File: src/rtl/ace_mem_uploader_if.sv
// Host upload and memory read signals of the ACE RAM uploader.
// master: uploader side; slave: host/memory side.
interface ace_mem_uploader_if;
  logic        ioctl_upload;
  logic        ioctl_rd;
  logic [7:0]  ioctl_din;
  logic        mem_rd;
  logic [15:0] mem_addr;
  logic [7:0]  mem_data;
  logic        mem_ack;

  modport master (
    input  ioctl_upload, ioctl_rd, mem_data, mem_ack,
    output ioctl_din, mem_rd, mem_addr
  );

  modport slave (
    output ioctl_upload, ioctl_rd, mem_data, mem_ack,
    input  ioctl_din, mem_rd, mem_addr
  );
endinterface

File: src/rtl/ace_mem_uploader.sv
// Streams Jupiter ACE RAM back to the host via a 2-entry prefetch FIFO.
// Ports: clk_sys, reset_n, bus (ioctl_*, mem_*), cpu_hold, busy, underrun.
// Option: ACE_UPLOAD_CKSUM_EN appends an XOR checksum byte.
module ace_mem_uploader #(
  parameter logic [15:0] BASE_ADDR   = 16'h2000,
  parameter logic [15:0] LENGTH      = 16'h6000,
  parameter int          HOLD_CYCLES = 8
) (
  input  logic clk_sys,
  input  logic reset_n,
  ace_mem_uploader_if.master bus,
  output logic cpu_hold,
  output logic busy,
  output logic underrun
);

  typedef enum logic [2:0] {
    IDLE, HOLD, FETCH, WAIT_ACK, DRAIN
  } state_e;

  localparam logic [16:0] LEN17 = {1'b0, LENGTH};
`ifdef ACE_UPLOAD_CKSUM_EN
  localparam logic [16:0] TOTAL = LEN17 + 17'd1;
`else
  localparam logic [16:0] TOTAL = LEN17;
`endif
  localparam logic [15:0] HOLD_LAST = 16'(HOLD_CYCLES - 1);

  state_e      state_q, state_d;
  logic        upl_q;
  logic [15:0] hcnt_q, hcnt_d;
  logic [16:0] fcnt_q, fcnt_d;
  logic [15:0] addr_q, addr_d;
  logic        und_q, und_d;
  logic        hold_q, hold_d;
  logic [7:0]  f0_q, f0_d;
  logic [7:0]  f1_q, f1_d;
  logic [1:0]  cnt_q, cnt_d;
`ifdef ACE_UPLOAD_CKSUM_EN
  logic [7:0]  ck_q, ck_d;
`endif

  logic       push, pop, empty, full, start;
  logic [7:0] pdata;

  assign empty = (cnt_q == 2'd0);
  assign full  = (cnt_q == 2'd2);
  assign start = bus.ioctl_upload && !upl_q;
  assign pop   = bus.ioctl_rd && !empty;

  always_comb begin
    state_d = state_q;
    hcnt_d  = hcnt_q;
    fcnt_d  = fcnt_q;
    addr_d  = addr_q;
    und_d   = und_q;
    push    = 1'b0;
    pdata   = bus.mem_data;
`ifdef ACE_UPLOAD_CKSUM_EN
    ck_d    = ck_q;
`endif
    unique case (state_q)
      IDLE: begin
        if (start) begin
          state_d = HOLD;
          hcnt_d  = '0;
          fcnt_d  = '0;
          addr_d  = BASE_ADDR;
          und_d   = 1'b0;
`ifdef ACE_UPLOAD_CKSUM_EN
          ck_d    = '0;
`endif
        end
      end
      HOLD: begin
        if (!bus.ioctl_upload) state_d = IDLE;
        else if (hcnt_q >= HOLD_LAST) state_d = FETCH;
        else hcnt_d = hcnt_q + 16'd1;
      end
      FETCH: begin
        if (!bus.ioctl_upload) begin
          state_d = IDLE;
        end else if (fcnt_q < LEN17) begin
          if (!full) state_d = WAIT_ACK;
`ifdef ACE_UPLOAD_CKSUM_EN
        end else if (fcnt_q == LEN17) begin
          if (!full) begin
            push   = 1'b1;
            pdata  = ck_q;
            fcnt_d = fcnt_q + 17'd1;
          end
`endif
        end else begin
          state_d = DRAIN;
        end
      end
      WAIT_ACK: begin
        // An aborted session still waits out the ack, then drops the byte.
        if (bus.mem_ack) begin
          if (!bus.ioctl_upload) begin
            state_d = IDLE;
          end else begin
            state_d = FETCH;
            push    = 1'b1;
            addr_d  = addr_q + 16'd1;
            fcnt_d  = fcnt_q + 17'd1;
`ifdef ACE_UPLOAD_CKSUM_EN
            ck_d    = ck_q ^ bus.mem_data;
`endif
          end
        end
      end
      DRAIN: begin
        if (!bus.ioctl_upload) state_d = IDLE;
      end
      default: state_d = IDLE;
    endcase

    // Reads past the last byte are not underruns.
    if (bus.ioctl_rd && empty &&
        state_q != IDLE && fcnt_q != TOTAL)
      und_d = 1'b1;

    // Hold stays up for one cycle after IDLE is registered.
    hold_d = (state_d != IDLE) || (state_q != IDLE);
  end

  always_comb begin
    f0_d  = f0_q;
    f1_d  = f1_q;
    cnt_d = cnt_q;
    if (state_q != IDLE && state_d == IDLE) begin
      cnt_d = 2'd0;
    end else begin
      case ({push, pop})
        2'b10: begin
          if (empty) f0_d = pdata;
          else f1_d = pdata;
          cnt_d = cnt_q + 2'd1;
        end
        2'b01: begin
          f0_d  = f1_q;
          cnt_d = cnt_q - 2'd1;
        end
        2'b11: begin
          if (cnt_q == 2'd1) begin
            f0_d = pdata;
          end else begin
            f0_d = f1_q;
            f1_d = pdata;
          end
        end
        default: ;
      endcase
    end
  end

  always_ff @(posedge clk_sys or negedge reset_n) begin
    if (!reset_n) begin
      state_q <= IDLE;
      upl_q   <= 1'b0;
      hcnt_q  <= '0;
      fcnt_q  <= '0;
      addr_q  <= BASE_ADDR;
      und_q   <= 1'b0;
      hold_q  <= 1'b0;
      f0_q    <= '0;
      f1_q    <= '0;
      cnt_q   <= '0;
`ifdef ACE_UPLOAD_CKSUM_EN
      ck_q    <= '0;
`endif
    end else begin
      state_q <= state_d;
      upl_q   <= bus.ioctl_upload;
      hcnt_q  <= hcnt_d;
      fcnt_q  <= fcnt_d;
      addr_q  <= addr_d;
      und_q   <= und_d;
      hold_q  <= hold_d;
      f0_q    <= f0_d;
      f1_q    <= f1_d;
      cnt_q   <= cnt_d;
`ifdef ACE_UPLOAD_CKSUM_EN
      ck_q    <= ck_d;
`endif
    end
  end

  assign bus.ioctl_din = empty ? 8'hFF : f0_q;
  assign bus.mem_rd    = (state_q == WAIT_ACK);
  assign bus.mem_addr  = addr_q;
  assign cpu_hold      = hold_q;
  assign busy          = (state_q != IDLE);
  assign underrun      = und_q;

endmodule

File: src/flat_wrapper.sv
// flat-port wrapper written by rule: the top's interface ports become plain ports
module ace_mem_uploader_flat 
#(
  parameter logic [15:0] BASE_ADDR   = 16'h2000,
  parameter logic [15:0] LENGTH      = 16'h6000,
  parameter int          HOLD_CYCLES = 8
)
  (clk_sys, reset_n, cpu_hold, busy, underrun, bus_ioctl_upload, bus_ioctl_rd, bus_mem_data, bus_mem_ack, bus_ioctl_din, bus_mem_rd, bus_mem_addr);
  ace_mem_uploader_if bus_i ();
  input  logic clk_sys;
  input  logic reset_n;
  output logic cpu_hold;
  output logic busy;
  output logic underrun;
  input wire logic [$bits(bus_i.ioctl_upload)-1:0] bus_ioctl_upload;
  input wire logic [$bits(bus_i.ioctl_rd)-1:0] bus_ioctl_rd;
  input wire logic [$bits(bus_i.mem_data)-1:0] bus_mem_data;
  input wire logic [$bits(bus_i.mem_ack)-1:0] bus_mem_ack;
  output wire logic [$bits(bus_i.ioctl_din)-1:0] bus_ioctl_din;
  output wire logic [$bits(bus_i.mem_rd)-1:0] bus_mem_rd;
  output wire logic [$bits(bus_i.mem_addr)-1:0] bus_mem_addr;
  assign bus_i.ioctl_upload = bus_ioctl_upload;
  assign bus_i.ioctl_rd = bus_ioctl_rd;
  assign bus_i.mem_data = bus_mem_data;
  assign bus_i.mem_ack = bus_mem_ack;
  assign bus_ioctl_din = bus_i.ioctl_din;
  assign bus_mem_rd = bus_i.mem_rd;
  assign bus_mem_addr = bus_i.mem_addr;
  ace_mem_uploader #(.BASE_ADDR(BASE_ADDR), .LENGTH(LENGTH), .HOLD_CYCLES(HOLD_CYCLES)) u_core (.clk_sys(clk_sys), .reset_n(reset_n), .bus(bus_i), .cpu_hold(cpu_hold), .busy(busy), .underrun(underrun));
endmodule
File: config.mk
export PLATFORM = sky130hd
export DESIGN_NAME = ace_mem_uploader_flat
export DESIGN_NICKNAME = d
export VERILOG_FILES = /design/src/rtl/ace_mem_uploader_if.sv /design/src/rtl/ace_mem_uploader.sv /design/src/flat_wrapper.sv
export SDC_FILE = /design/constraint.sdc
export NUM_CORES = 1
export LEC_CHECK = 0
export BUFFER_PORTS_ARGS = -buffer_cell sky130_fd_sc_hd__buf_2
export CAP_MARGIN = 20
export CORE_ASPECT_RATIO = 1.25
export CORE_UTILIZATION = 40
export CTS_BUF_LIST = sky130_fd_sc_hd__clkbuf_2
export DETAILED_ROUTE_END_ITERATION = 10
export MAX_ROUTING_LAYER = met4
export SETUP_SLACK_MARGIN = 0.5
export SYNTH_ARGS = -nofsm -noshare
export SYNTH_HDL_FRONTEND = slang
export SYNTH_SLANG_ARGS = --single-unit
File: constraint.sdc
create_clock -name clk_sys -period 2.4 [get_ports clk_sys]
set_clock_uncertainty 0.1 [all_clocks]
set_input_delay 0.12 -clock clk_sys [delete_from_list [all_inputs] [get_ports clk_sys]]
set_output_delay 0.12 -clock clk_sys [all_outputs]
set_load 0.01 [all_outputs]
Word-level counts from Yosys, hierarchy flattened

Index checks and enable logic that the tools add are counted.

Order comparisons: 2
Equal/unequal tests: 18
Add/sub/neg operators: 5
Reduce and logical (&&, ||, !) cells: 26
Bitwise gates (word level): 1
Muxes and demuxes: 37

Operators with widths:

| cell                                                                   | count |
|---|---|
| 16-bit two-way mux                                                     | 6 |
| 16-bit one-hot mux with 2 select lines                                 | 2 |
| 17-bit two-way mux                                                     | 3 |
| 8-bit two-way mux                                                      | 5 |
| 17-bit one-hot mux with 2 select lines                                 | 1 |
| 16-bit by 1-bit adder with 16-bit output, second input constant        | 2 |
| 3-bit two-way mux                                                      | 8 |
| 8-bit one-hot mux with 3 select lines                                  | 1 |
| 17-bit by 1-bit adder with 17-bit output, second input constant        | 1 |
| 17-bit by 15-bit < comparator with 1-bit output, second input constant | 1 |
| 17-bit by 15-bit != test with 1-bit output, second input constant      | 1 |
| 16-bit by 3-bit >= comparator with 1-bit output, second input constant | 1 |
| 8-bit one-hot mux with 2 select lines                                  | 1 |
| 3-bit one-hot mux with 5 select lines                                  | 1 |
| 2-bit != test, second input constant                                   | 6 |
| 4-bit AND reduction                                                    | 3 |
| 3-bit nonzero test                                                     | 4 |
| 2-bit nonzero test                                                     | 5 |
| 2-bit equality test, second input constant                             | 3 |
| 3-bit by 2-bit equality test with 1-bit output, second input constant  | 2 |
| 1-bit logical AND                                                      | 6 |
| 3-bit logical NOT                                                      | 2 |
| 1-bit two-way mux                                                      | 6 |
| 2-bit by 1-bit equality test with 1-bit output, second input constant  | 2 |
| other kinds (13)                                                       | 16 |

Register bits after elaboration: 73
Output and inout bits: 28
Word-level logic and storage cells: 99

Depth between registers and ports, before layout

Gate-level depths: netlist of the first run.

Depth after elaboration: 9
Gate-level depth with buffers: 10

Worst setup path after synthesis of the first run

No wires, ideal clock.

Path type: register to register
Start: register u_core.state_q[2]
End: register u_core.f1_q[0]
Data required time: 2.175 ns
Arrival: 1.992 ns
Cell stages (with the launch flop): 10
Setup time: 0.125 ns
Path slack: 0.183 ns
Cell sequence: dfrtp_1 buf_4 and3b_1 nand3_1 inv_2 ha_1 o21ai_0 a21oi_1 o21ai_4 mux2_4

Elaborated cells on any way between the ends: 26
Classes of those cells: 8 x eq/ne; 11 x mux; 1 x bitwise; 6 x reduce/logical

RTL lines:

| what                                               | RTL line                | source |
|---|---|---|
| start, declared                                    | ace_mem_uploader.sv:29  | `state_e state_q, state_d;` |
| start signal, assigned                             | ace_mem_uploader.sv:174 | `state_q <= state_d;` |
| 3-bit by 2-bit equality test with 1-bit output (*) | -                       |  |
| named net bus_mem_rd                               | flat_wrapper.sv:20      | `output wire logic [$bits(bus_i.mem_rd)-1:0] bus_mem_rd;` |
| 3-bit one-hot mux with 5 select lines              | ace_mem_uploader.sv:62  | `unique case (state_q)` |
| 3-bit logical NOT                                  | ace_mem_uploader.sv:132 | `if (state_q != IDLE && state_d == IDLE) begin` |
| 1-bit logical AND                                  | ace_mem_uploader.sv:132 |  |
| 1-bit inverter (no source line)                    | -                       |  |
| 4-bit AND reduction (no source line)               | -                       |  |
| end signal, assigned                               | ace_mem_uploader.sv:168 | `f1_q <= '0;` |
| end signal, assigned                               | ace_mem_uploader.sv:182 | `f1_q <= f1_d;` |
| end, declared                                      | ace_mem_uploader.sv:37  | `logic [7:0] f1_q, f1_d;` |

The timed path passes the listed nets; every way through them passes the cells marked *.
A chain may end at the register's enable or synchronous reset.

Worst setup path in the final report of the first run

Start: register u_core.state_q[1]
End: register u_core.f1_q[6]

Word-level cells in the longest chain between the ends: 8
Elaborated cells on any way between the ends: 26
Classes of those cells: 8 x eq/ne; 11 x mux; 1 x bitwise; 6 x reduce/logical

Ends and longest elaborated chain:

| what                                  | RTL line                | source |
|---|---|---|
| 3-bit two-way mux                     | ace_mem_uploader.sv:84  | `if (!full) state_d = WAIT_ACK;` |
| 3-bit two-way mux                     | ace_mem_uploader.sv:83  | `end else if (fcnt_q < LEN17) begin` |
| 3-bit two-way mux                     | ace_mem_uploader.sv:81  | `if (!bus.ioctl_upload) begin` |
| 3-bit one-hot mux with 5 select lines | ace_mem_uploader.sv:62  |  |
| 3-bit logical NOT                     | ace_mem_uploader.sv:132 |  |
| 1-bit logical AND                     | ace_mem_uploader.sv:132 |  |
| 1-bit inverter (no source line)       | -                       |  |
| 4-bit AND reduction (no source line)  | -                       |  |

Parallel ways exist; a longest one is shown, timed or not.

==> qor.txt, run 1 <==
STA
--------------------------------------------------------------------------------
Setup TNS                                                                   0 ns
Number of endpoints with negative hold slack in the final report               0
Final Setup Violations                                                         0
Setup repair after global routing missed its margin                         true
Transition time at the pin with the least slew margin                   0.943 ns
Min cycle time layout                                                    2.14 ns
Number of slew-limit violations in the final report                            0
Max Fclk                                                                 468 MHz
Max-slew headroom at the worst pin                                         0.371
Crit share post-route                                                      0.890

DETAILED ROUTING
--------------------------------------------------------------------------------
Sum of routed wire length over all layers                                9130 µm
Number of remaining DRC errors                                                 0
Vias post-DR                                                               3,067
Post-detailed-route wirelength per cell                                  15.7 µm
Starting DRT DRC Count                                                       123
Vias per inst                                                               5.27
Total iterations of the first detailed-routing run                             4
Number of nets still failing antenna checks after routing                      0

CLOCK NETWORK
--------------------------------------------------------------------------------
Maximum clock path buffer count                                                2
Clk pin slew, worst setup/hold paths                                     0.22 ns
Num Clock Sinks                                                               73
Number of levels the H-tree was split into                                     3
Clock latency on the worst-skew pair                                     0.53 ns
Clock tree from TritonCTS                                                   done
Root buffer cell                                                    sky130_fd_sc_hd__clkbuf_2
Inserted Clock Buffers                                                         9

SYNTH
--------------------------------------------------------------------------------
Synth Register Bits                                                           73
Post-synthesis cell type count                                                54
Prevailing post-synth register cell                                 sky130_fd_sc_hd__dfrtp_1
Cells taking the most area after synthesis                          sky130_fd_sc_hd__dfrtp_1, sky130_fd_sc_hd__mux2_4, sky130_fd_sc_hd__nor2_1, sky130_fd_sc_hd__xnor2_1, sky130_fd_sc_hd__ha_1
Cell type contributing the most total cell area after synthesis     sky130_fd_sc_hd__dfrtp_1
Synth async-reset ratio                                                     1.00
Fraction of synthesized cell area taken by the top area cell type          0.466
Synth Net Count                                                              381
Post-synth EDFFs                                                               0
Most frequent cell after synthesis                                  sky130_fd_sc_hd__dfrtp_1
Register area share after synthesis                                        0.472
Number of instances in the synthesized netlist                               358
Commonest cells in the synthesized netlist                          sky130_fd_sc_hd__dfrtp_1, sky130_fd_sc_hd__nor2_1, sky130_fd_sc_hd__nand2_1
Average cell area after synthesis                                       10.8 µm²
YS warnings                                                                    0
Post-Syn Area                                                           3870 µm²

CELLS AND AREA
--------------------------------------------------------------------------------
Final core occ                                                             0.565
Ant. Diodes                                                                    0
Fraction of final layout cells with drive strength greater than 1          0.423
Net count reported at finish                                                 477
Synthesis-to-finish area growth                                            35.4%

GRT
--------------------------------------------------------------------------------
GRT Total Usage                                                            0.191
Largest net degree at the start of global routing                             74
Remaining global-route overflow                                                0
Via count of the first global-routing pass                                 3,006
First-pass GRT wire length                                             14,900 µm
Initial antenna violation count                                                0

FLOORPLANNING
--------------------------------------------------------------------------------
Overall die height                                                        112 µm
I/O pin total                                                                 41
Floorplan row count                                                           39
Placeable Area                                                          9270 µm²
Initial Util                                                               0.417
Area of the die                                                       10,100 µm²
Die Wd                                                                   90.0 µm

RUN
--------------------------------------------------------------------------------
MaxCap Viol Count                                                              0

PLACE
--------------------------------------------------------------------------------
Number of input and output port buffers inserted                              40
Global placer's final weighted congestion                                  0.764
Hpwl dp                                                                  5420 µm

WORST SETUP PATH
--------------------------------------------------------------------------------
Type of destination of the critical path                               flip-flop
FF-to-FF path depth                                                            7
Arrival time worst endpoint                                              2.46 ns
Element type at the critical path start                                flip-flop
Type of the worst setup path                                             reg2reg
Data required time at the worst endpoint                                 2.72 ns
Maximum fanout along the worst path                                            8

OUTCOME
--------------------------------------------------------------------------------
Outcome                                                             finished, final reports clean

MIN PATH
--------------------------------------------------------------------------------
Min-Delay Path Class                                                    in2async

POWER
--------------------------------------------------------------------------------
Static power due to leakage                                              2.34 nW
Total design power                                                       3.70 mW
Power per cell area                                                   706 nW/µm²
Maximum vdd drop                                                          495 µV

## routing by layer
| metal | vias up | GRT usage | share of wire | wire (µm) |
|---|---|---|---|---|
| met3 | 16 | 0.0321 | 0.026 | 240 |
| li1 | 1466 | - | - | - |
| met5 | - | - | 0 | 0 |
| met4 | 0 | 0.0763 | 0.020 | 184 |
| met1 | 1532 | 0.230 | 0.43 | 3890 |
| met2 | 53 | 0.319 | 0.53 | 4820 |
## stage by stage
| step | instances | hold slack, ns | cell area (µm²) | worst slack (ns) |
|---|---|---|---|---|
| finish | 582 | 0.102 | 5240 | 0.264 |
| global route | 582 | 0.170 | 5240 | 0.221 |
| CTS | 570 | 0.142 | 4920 | 0.314 |
| detailed placement | 519 | 0.234 | 4290 | 0.134 |
| global placement | 519 | 0.222 | 4290 | 0.185 |
| floorplan | 358 | -0.276 | 3940 | 0.384 |
## cell usage in the layout (no fill, tap or decap), drive strengths merged, types with 8 or more instances in the layout
| cell | instances |
|---|---|
| a21oi | 15 |
| a22o | 8 |
| and2 | 12 |
| buf | 78 |
| clkbuf | 12 |
| dfrtp | 72 |
| dlygate4sd3 | 12 |
| ha | 10 |
| inv | 17 |
| mux2 | 17 |
| nand2 | 26 |
| nand3 | 8 |
| nor2 | 36 |
| nor3 | 16 |
| o21ai | 18 |
| or2 | 10 |
| or3 | 8 |
| xnor2 | 15 |
| xor2 | 8 |
## final timing paths
kind                                                   from  slack (ns)                                  to
worst max-delay path            u_core.state_q[1]$_DFF_PN0_        0.26          u_core.f1_q[6]$_DFFE_PN0P_
worst min-delay path                                reset_n        0.10  u_core.bus.mem_addr[1]$_DFFE_PN0P_
worst max register to register  u_core.state_q[1]$_DFF_PN0_        0.26          u_core.f1_q[6]$_DFFE_PN0P_
worst min register to register  u_core.underrun$_DFFE_PN0P_        0.42         u_core.underrun$_DFFE_PN0P_
max in group asynchronous                           reset_n        1.43        u_core.hcnt_q[2]$_DFFE_PN0P_
min in group clk_sys                       bus_ioctl_upload        0.23              u_core.upl_q$_DFF_PN0_
## where the power goes
part / internal (mW) / total, mW / switching (mW) / leakage, nW
combinational: 0.950 / 1.61 / 0.665 / 1.30
sequential: 1.38 / 1.50 / 0.118 / 0.985
clock: 0.132 / 0.593 / 0.461 / 0.0534
## state kept, by name, summed over array words and instances (netlist names)
register and flops:
u_core.hcnt_q 16, u_core.underrun 1, u_core.f0_q 8, u_core.cpu_hold 1, u_core.cnt_q 2, u_core.upl_q 1, u_core.f1_q 8, u_core.fcnt_q 17
u_core.bus.mem_addr 16, u_core.state_q 3
## area by class of cell
type	instances	area, µm²
Timing Repair Buffer	93	872
Clock inverter	7	45.0
Multi-Input combinational cell	261	2230
Sequential cell	73	1830
Fill cell	800	4030
Tap cell	123	154
Inverter	16	62.6
Clock buffer	9	45.0
## worst max-delay path, stage by stage, from the launching register on
cell,delay [ns]
sky130_fd_sc_hd__dfrtp_2,0.50
sky130_fd_sc_hd__buf_6,0.14
sky130_fd_sc_hd__nor3_1,0.06
sky130_fd_sc_hd__a311o_1,0.34
sky130_fd_sc_hd__a31o_4,0.25
sky130_fd_sc_hd__o21ai_4,0.17
sky130_fd_sc_hd__buf_12,0.15
sky130_fd_sc_hd__mux2_4,0.30
## timing repair
| action | CTS | global route |
|---|---|---|
| gates cloned | 3 | 3 |
| hold buffers | 12 | 0 |
| gates resized for setup | 47 | 35 |
| setup buffers | 20 | 9 |
| endpoints found under the hold margin | 94 | 0 |
| setup endpoints to repair | 79 | 77 |
| pin swaps | 19 | 14 |
## kinds of logic after synthesis
logic type	after synthesis	share of synthesized area
and+or+nand+nor	152	0.222
AOI/OAI and AO/OA	57	0.123
DFF	73	0.472
buffers and inverters	26	0.0333
xor gates and xnor gates	23	0.0521
muxes	17	0.0650
adders and majority gates	10	0.0323
Note: power is estimated with default switching activity, not from simulation.
==> run 2, diff against run 1 <==
--- a/config.mk
+++ b/config.mk
@@ -5,12 +5,12 @@
 export SDC_FILE = /design/constraint.sdc
 export NUM_CORES = 1
 export LEC_CHECK = 0
-export BUFFER_PORTS_ARGS = -buffer_cell sky130_fd_sc_hd__buf_2
 export CAP_MARGIN = 20
 export CORE_ASPECT_RATIO = 1.25
 export CORE_UTILIZATION = 40
 export CTS_BUF_LIST = sky130_fd_sc_hd__clkbuf_2
 export DETAILED_ROUTE_END_ITERATION = 10
+export DONT_BUFFER_PORTS = 1
 export MAX_ROUTING_LAYER = met4
 export SETUP_SLACK_MARGIN = 0.5
 export SYNTH_ARGS = -nofsm -noshare
==> qor.txt, run 2 (same netlist as run 1, synthesis figures left out) <==
OUTCOME
----------------------------------------------------------------------------------
Outcome                                                               finished with violations   was finished, final reports clean
Violated checks                                                       negative hold slack

STA
----------------------------------------------------------------------------------
Min cycle time layout                                                      2.09 ns   was 2.14 ns
Setup TNS                                                                     0 ns   unchanged
Setup repair after global routing missed its margin                           true   unchanged
Number of slew-limit violations in the final report                              0   unchanged
Worst hold-check slack                                                   -0.479 ns   was 0.102 ns
Final Setup Violations                                                           0   unchanged
Max Fclk                                                                   478 MHz   was 468 MHz
Crit share post-route                                                        0.872   was 0.890
Number of endpoints with negative hold slack in the final report                 6   was 0
Max-slew headroom at the worst pin                                           0.632   was 0.371
Transition time at the pin with the least slew margin                     0.551 ns   was 0.943 ns

CLOCK NETWORK
----------------------------------------------------------------------------------
Inserted Clock Buffers                                                           9   unchanged
Clock latency on the worst-skew pair                                       0.51 ns   was 0.53 ns
Clock tree from TritonCTS                                                     done   unchanged
Clk pin slew, worst setup/hold paths                                       0.20 ns   was 0.22 ns
Root buffer cell                                                      sky130_fd_sc_hd__clkbuf_2   unchanged
Number of levels the H-tree was split into                                       3   unchanged
Num Clock Sinks                                                                 73   unchanged
Maximum clock path buffer count                                                  2   unchanged

DETAILED ROUTING
----------------------------------------------------------------------------------
Vias per inst                                                                 5.36   was 5.27
Starting DRT DRC Count                                                         106   was 123
Number of nets still failing antenna checks after routing                        0   unchanged
Sum of routed wire length over all layers                                  8780 µm   was 9130 µm
WL met3                                                                     271 µm   was 240 µm
Length of routed wiring on met1                                            3790 µm   was 3890 µm
Post-detailed-route wirelength per cell                                    16.3 µm   was 15.7 µm
Vias post-DR                                                                 2,896   was 3,067
Highest layer used for signal routing                                         met4   unchanged
Metal2 WL                                                                  4590 µm   was 4820 µm
Total iterations of the first detailed-routing run                               4   unchanged
Number of remaining DRC errors                                                   0   unchanged

FLOORPLANNING
----------------------------------------------------------------------------------
Area of the die                                                         10,100 µm²   unchanged
Initial Util                                                                 0.417   unchanged
Floorplan row count                                                             39   unchanged
Overall die height                                                          112 µm   unchanged
Placeable Area                                                            9270 µm²   unchanged
Die Wd                                                                     90.0 µm   unchanged
I/O pin total                                                                   41   unchanged

RUN
----------------------------------------------------------------------------------
MaxCap Viol Count                                                                0   unchanged

WORST SETUP PATH
----------------------------------------------------------------------------------
Standard cell with the maximum stage delay on the critical path       sky130_fd_sc_hd__dfrtp_2   unchanged
FF-to-FF path depth                                                              6   was 7
Setup slack of the worst register-to-register path                         0.31 ns   was 0.26 ns
Worst Setup SP                                                        u_core.state_q[0]$_DFF_PN0_   was u_core.state_q[1]$_DFF_PN0_
Maximum fanout along the worst path                                              8   unchanged
End of the worst register-to-register path                            u_core.f1_q[2]$_DFFE_PN0P_   was u_core.f1_q[6]$_DFFE_PN0P_
Element type at the critical path start                                  flip-flop   unchanged
Data required time at the worst endpoint                                   2.70 ns   was 2.72 ns
Critical register-to-register path startpoint                         u_core.state_q[0]$_DFF_PN0_   was u_core.state_q[1]$_DFF_PN0_
Slowest cell delay on critical path                                        0.49 ns   was 0.50 ns
WP buf/inv                                                                       1   was 2
Type of the worst setup path                                               reg2reg   unchanged
Type of destination of the critical path                                 flip-flop   unchanged
Critical Path, Cell by Cell                                           nor4bb_2 -> a311o_1 -> a31o_4 -> o21ai_4 -> buf_12 -> mux2_4   was buf_6 -> nor3_1 -> a311o_1 -> a31o_4 -> o21ai_4 -> buf_12 -> mux2_4
Arrival time worst endpoint                                                2.39 ns   was 2.46 ns
Crit path max-delay family                                            compound AO/OA/AOI/OAI gates   unchanged

MIN PATH
----------------------------------------------------------------------------------
Worst hold path stage count                                                      0
Hold worst-path end                                                   u_core.upl_q$_DFF_PN0_
Min-Delay Path Class                                                        in2reg   was in2async
Worst hold path startpoint                                            bus_ioctl_upload

GRT
----------------------------------------------------------------------------------
Initial antenna violation count                                                  0   unchanged
Remaining global-route overflow                                                  0   unchanged
First-pass GRT wire length                                               14,900 µm   about the same
Largest net degree at the start of global routing                               35   was 74
Via count of the first global-routing pass                                   2,957   was 3,006
GRT Total Usage                                                              0.192   was 0.191

PLACE
----------------------------------------------------------------------------------
Number of input and output port buffers inserted                                 0   was 40
Hpwl dp                                                                    5360 µm   was 5420 µm
Global placer's final weighted congestion                                    0.759   was 0.764

CELLS AND AREA
----------------------------------------------------------------------------------
Leading cell types in the layout, fill and taps excluded              sky130_fd_sc_hd__dfrtp_1, sky130_fd_sc_hd__nor2_1, sky130_fd_sc_hd__buf_4, sky130_fd_sc_hd__nand2_1, sky130_fd_sc_hd__mux2_4   was sky130_fd_sc_hd__dfrtp_1, sky130_fd_sc_hd__nor2_1, sky130_fd_sc_hd__buf_2, sky130_fd_sc_hd__nand2_1, sky130_fd_sc_hd__buf_4
# fillers                                                                      797   was 800
Net count reported at finish                                                   435   was 477
Fraction of final layout cells with drive strength greater than 1            0.343   was 0.423
Flip-flop count of the largest register, all copies and words added             17   unchanged
Commonest non-fill, non-tap cell in the layout                        sky130_fd_sc_hd__dfrtp_1   unchanged
Top register by number of flip-flops                                  u_core.fcnt_q   unchanged
Synthesis-to-finish area growth                                              27.4%   was 35.4%
Ant. Diodes                                                                      0   unchanged

POWER
----------------------------------------------------------------------------------
Power per cell area                                                     708 nW/µm²   was 706 nW/µm²
Static power due to leakage                                                2.10 nW   was 2.34 nW
Maximum vdd drop                                                            456 µV   was 495 µV
Int Power                                                                  2.38 mW   was 2.46 mW
Clock network power share                                                    0.225   was 0.160
Switch share                                                                 0.319   was 0.336
Switching power                                                            1.11 mW   was 1.24 mW
Total design power                                                         3.49 mW   was 3.70 mW
Combinational group share of total power                                     0.343   was 0.436
Share of total power in sequential cells                                     0.432   was 0.404

run 2: changes by cell type in the layout (fill, tap and decap cells not counted), sizes merged:
cell and change:
clkbuf -1, clkinv -2, clkinvlp -1, dlygate4sd3 +1, buf -41, bufinv +2, dlymetal6s4s +1, inv -1
run 2: metal layers:
metal / up-vias / track usage
met2: 59 / 0.327
li1: 1382 / -
met3: 15 / 0.0383
met5: - / -
met4: 0 / 0.0710
met1: 1440 / 0.225
run 2: worst register-to-register path, delay by kind of cell, from the launching register on:
family	cells	cell delay (ns)
DFF	1	0.49
muxes	1	0.30
and+or+nand+nor	1	0.21
buffers and inverters	1	0.15
AOI/OAI and AO/OA	3	0.75
run 2: repair_timing:
action | 4_1_cts | 5_1_grt
gates resized for setup | 37 | 24
setup endpoints to repair | 76 | 80
hold buffers | 15 | 1
hold endpoints to repair | 102 | 12
setup buffers | 18 | 8
gates cloned | 1 | 1
pin swaps | 6 | 13
run 2: worst max path at each step:
stage / end / cells after the start
floorplan: u_core.f0_q[0]$_DFFE_PN0P_ / 7
global placement: u_core.fcnt_q[10]$_DFFE_PN0P_ / 6
detailed placement: u_core.f0_q[3]$_DFFE_PN0P_ / 5
CTS: u_core.f1_q[2]$_DFFE_PN0P_ / 11
global route: u_core.f1_q[0]$_DFFE_PN0P_ / 9
finish: u_core.f1_q[2]$_DFFE_PN0P_ / 6
run 2: power by group through the flow:
stage | clock, mW | sequential (mW) | combinational [mW]
after floorplan | 0 | 1.48 | 0.711
after global placement | 0 | 1.52 | 0.816
final | 0.786 | 1.51 | 1.20
after detailed placement | 0 | 1.52 | 0.838
after global routing | 0.871 | 1.52 | 1.32
after CTS | 0.820 | 1.50 | 1.12
run 2: stage by stage:
| step | setup WS [ns] | instance area, µm² | util | hold slack (ns) | cells |
|---|---|---|---|---|---|
| floorplan | 0.384 | 3940 | - | -0.276 | 358 |
| global placement | 0.195 | 4100 | 0.442 | -0.273 | 480 |
| detailed placement | 0.204 | 4100 | 0.442 | -0.273 | 480 |
| CTS | 0.335 | 4700 | 0.507 | -0.526 | 530 |
| global route | 0.225 | 4930 | 0.532 | -0.554 | 540 |
| finish | 0.307 | 4930 | 0.532 | -0.479 | 540 |
run 2: final cells by class:
type	count	area [µm²]	share of cell area
flip-flops and latches	73	1830	0.372
clock inverters	5	80.1	0.0162
inverters	16	62.6	0.0127
repair buffers	51	520	0.106
multi-input cells	261	2230	0.451
well taps	123	154	0.0312
clock buffers	11	55.1	0.0112
==> run 3, diff against run 2 <==
--- a/config.mk
+++ b/config.mk
@@ -6,12 +6,15 @@
 export NUM_CORES = 1
 export LEC_CHECK = 0
 export CAP_MARGIN = 20
+export CELL_PAD_IN_SITES_DETAIL_PLACEMENT = 1
+export CELL_PAD_IN_SITES_GLOBAL_PLACEMENT = 2
 export CORE_ASPECT_RATIO = 1.25
 export CORE_UTILIZATION = 40
 export CTS_BUF_LIST = sky130_fd_sc_hd__clkbuf_2
 export DETAILED_ROUTE_END_ITERATION = 10
 export DONT_BUFFER_PORTS = 1
 export MAX_ROUTING_LAYER = met4
+export PLACE_DENSITY_LB_ADDON = 0.1
 export SETUP_SLACK_MARGIN = 0.5
 export SYNTH_ARGS = -nofsm -noshare
 export SYNTH_HDL_FRONTEND = slang
==> qor.txt, run 3 (same netlist as run 1, synthesis figures left out) <==
OUTCOME
----------------------------------------------------------------------------------
Outcome                                                               finished, final reports clean   was finished with violations

WORST SETUP PATH
----------------------------------------------------------------------------------
Type of destination of the critical path                                 flip-flop   unchanged
Type of the worst setup path                                               reg2reg   unchanged
Element type at the critical path start                                  flip-flop   unchanged
End of the worst register-to-register path                            u_core.f1_q[2]$_DFFE_PN0P_   unchanged
Arrival time worst endpoint                                                2.44 ns   was 2.39 ns
Maximum fanout along the worst path                                              8   unchanged
Critical Path, Cell by Cell                                           buf_8 -> or2_4 -> a211oi_4 -> a21oi_4 -> o21ai_4 -> buf_12 -> mux2_4   was nor4bb_2 -> a311o_1 -> a31o_4 -> o21ai_4 -> buf_12 -> mux2_4
Critical register-to-register path startpoint                         u_core.state_q[0]$_DFF_PN0_   unchanged
Slowest cell delay on critical path                                        0.51 ns   was 0.49 ns
Setup slack of the worst register-to-register path                         0.30 ns   was 0.31 ns
Standard cell with the maximum stage delay on the critical path       sky130_fd_sc_hd__dfrtp_2   unchanged
Data required time at the worst endpoint                                   2.74 ns   was 2.70 ns
FF-to-FF path depth                                                              7   was 6

FLOORPLANNING
----------------------------------------------------------------------------------
Initial Util                                                                 0.417   unchanged
Die Wd                                                                     90.0 µm   unchanged
Placeable Area                                                            9270 µm²   unchanged
Area of the die                                                         10,100 µm²   unchanged
Floorplan row count                                                             39   unchanged
Overall die height                                                          112 µm   unchanged
I/O pin total                                                                   41   unchanged

PLACE
----------------------------------------------------------------------------------
Hpwl dp                                                                    5920 µm   was 5360 µm
Post-Place Worst Slack                                                    0.151 ns   was 0.204 ns
Global placer's final weighted congestion                                    0.787   was 0.759
Number of input and output port buffers inserted                                 0   unchanged

MIN PATH
----------------------------------------------------------------------------------
Hold worst-path end                                                   u_core.bus.mem_addr[8]$_DFFE_PN0P_   was u_core.upl_q$_DFF_PN0_
Worst hold path stage count                                                      5   was 0
Min-Delay Path Class                                                        in2reg   unchanged
Worst hold path startpoint                                            bus_ioctl_upload   unchanged

DETAILED ROUTING
----------------------------------------------------------------------------------
Vias post-DR                                                                 2,915   was 2,896
Sum of routed wire length over all layers                                  9540 µm   was 8780 µm
Metal2 WL                                                                  4920 µm   was 4590 µm
Highest layer used for signal routing                                         met4   unchanged
Number of nets still failing antenna checks after routing                        0   unchanged
Vias per inst                                                                 5.28   was 5.36
Length of routed wiring on met1                                            4210 µm   was 3790 µm
Total iterations of the first detailed-routing run                               4   unchanged
Number of remaining DRC errors                                                   0   unchanged
Post-detailed-route wirelength per cell                                    17.3 µm   was 16.3 µm
WL met3                                                                     274 µm   was 271 µm
Starting DRT DRC Count                                                          66   was 106

CELLS AND AREA
----------------------------------------------------------------------------------
Flip-flop and latch area                                                  1830 µm²   about the same
Fraction of final layout cells with drive strength greater than 1            0.369   was 0.343
Leading cell types in the layout, fill and taps excluded              sky130_fd_sc_hd__dfrtp_1, sky130_fd_sc_hd__nor2_1, sky130_fd_sc_hd__buf_4, sky130_fd_sc_hd__nand2_1, sky130_fd_sc_hd__mux2_4   unchanged
Flip-flop count of the largest register, all copies and words added             17   unchanged
Synthesis-to-finish area growth                                              31.4%   was 27.4%
# fillers                                                                      964   was 797
Final core occ                                                               0.548   was 0.532
Net count reported at finish                                                   446   was 435
Top register by number of flip-flops                                  u_core.fcnt_q   unchanged
Area of the multi-input gates                                             2270 µm²   was 2230 µm²
Commonest non-fill, non-tap cell in the layout                        sky130_fd_sc_hd__dfrtp_1   unchanged

STA
----------------------------------------------------------------------------------
Final Setup Violations                                                           0   unchanged
Number of endpoints with negative hold slack in the final report                 0   was 6
Setup TNS                                                                     0 ns   unchanged
Number of slew-limit violations in the final report                              0   unchanged
Transition time at the pin with the least slew margin                     0.458 ns   was 0.551 ns
Min cycle time layout                                                      2.10 ns   was 2.09 ns
Max Fclk                                                                   476 MHz   was 478 MHz
Max-slew headroom at the worst pin                                           0.695   was 0.632
Crit path setup slack, layout                                             0.299 ns   was 0.307 ns
Crit share post-route                                                        0.876   was 0.872
Setup repair after global routing missed its margin                           true   unchanged

CLOCK NETWORK
----------------------------------------------------------------------------------
Clock tree from TritonCTS                                                     done   unchanged
Number of levels the H-tree was split into                                       3   unchanged
Inserted Clock Buffers                                                           9   unchanged
Num Clock Sinks                                                                 73   unchanged
Clk pin slew, worst setup/hold paths                                       0.22 ns   was 0.20 ns
Root buffer cell                                                      sky130_fd_sc_hd__clkbuf_2   unchanged
Maximum clock path buffer count                                                  2   unchanged
Clock latency on the worst-skew pair                                       0.53 ns   was 0.51 ns

GRT
----------------------------------------------------------------------------------
GRT Total Usage                                                              0.205   was 0.192
Initial antenna violation count                                                  1   was 0
Remaining global-route overflow                                                  0   unchanged
Via count of the first global-routing pass                                   3,117   was 2,957
Largest net degree at the start of global routing                               74   was 35
First-pass GRT wire length                                               15,800 µm   was 14,900 µm

POWER
----------------------------------------------------------------------------------
Power per cell area                                                     712 nW/µm²   was 708 nW/µm²
Total design power                                                         3.62 mW   was 3.49 mW
Maximum vdd drop                                                            457 µV   was 456 µV
Static power due to leakage                                                2.17 nW   was 2.10 nW

RUN
----------------------------------------------------------------------------------
MaxCap Viol Count                                                                0   unchanged

run 3: changes by cell type in the layout (fill, tap and decap cells not counted), moves of 2 or more:
cell and delta:
sky130_fd_sc_hd__buf_4 +8, sky130_fd_sc_hd__buf_8 +2, sky130_fd_sc_hd__buf_6 +4, sky130_fd_sc_hd__a41oi_1 -2, sky130_fd_sc_hd__a41oi_2 +2
run 3: repair_timing:
action / 4_1_cts / 5_1_grt
hold endpoints to repair: 100 / 7
endpoints found under the setup margin: 75 / 70
cloned: 2 / 0
hold buffers: 13 / 2
pin swaps: 12 / 25
buffers inserted: 21 / 14
resized for setup: 36 / 35
run 3: power breakdown:
group / switching (mW) / internal (mW) / total [mW] / leakage (nW)
combinational: 0.586 / 0.716 / 1.30 / 1.10
sequential: 0.128 / 1.38 / 1.51 / 0.985
clock: 0.461 / 0.353 / 0.814 / 0.0821
run 3: area by class of cell:
class | instances | share of cell area
Antenna cell | 1 | 0.000492
Inverter | 16 | 0.0123
Sequential cell | 73 | 0.360
Tap cell | 123 | 0.0303
Clock buffer | 11 | 0.0108
Multi-Input combinational cell | 261 | 0.447
Clock inverter | 5 | 0.0160
Timing Repair Buffer | 62 | 0.123
run 3: layer usage:
| metal | vias to the layer above | global-route usage |
|---|---|---|
| met1 | 1467 | 0.242 |
| met3 | 10 | 0.0396 |
| li1 | 1396 | - |
| met5 | - | - |
| met2 | 42 | 0.349 |
| met4 | 0 | 0.0710 |
run 3: worst max-delay path by stage:
stage                            startpoint                          to  slack, ns
2_1_floorplan   u_core.cnt_q[0]$_DFFE_PN0P_  u_core.f0_q[0]$_DFFE_PN0P_       0.38
3_3_place_gp   u_core.hcnt_q[1]$_DFFE_PN0P_  u_core.f1_q[5]$_DFFE_PN0P_       0.20
3_5_place_dp   u_core.hcnt_q[1]$_DFFE_PN0P_  u_core.f0_q[4]$_DFFE_PN0P_       0.15
4_1_cts         u_core.state_q[0]$_DFF_PN0_  u_core.f0_q[4]$_DFFE_PN0P_       0.35
5_1_grt         u_core.state_q[0]$_DFF_PN0_  u_core.f1_q[4]$_DFFE_PN0P_       0.25
6_report        u_core.state_q[0]$_DFF_PN0_  u_core.f1_q[2]$_DFFE_PN0P_       0.30
run 3: critical path: cells and delay by family, from the launching register on:
kind / cells / cell delay [ns]
AO/OA/AOI/OAI: 3 / 0.58
flip-flops: 1 / 0.51
buffers and inverters: 2 / 0.31
multiplexers: 1 / 0.30
AND/OR/NAND/NOR: 1 / 0.24
run 3: stage by stage:
stage,instances,cell area [µm²],hold WS [ns]
floorplan,358,3940,-0.276
global placement,483,4120,-0.274
detailed placement,483,4120,-0.273
CTS,535,4770,-0.242
global route,552,5080,0.0505
finish,552,5080,0.0538
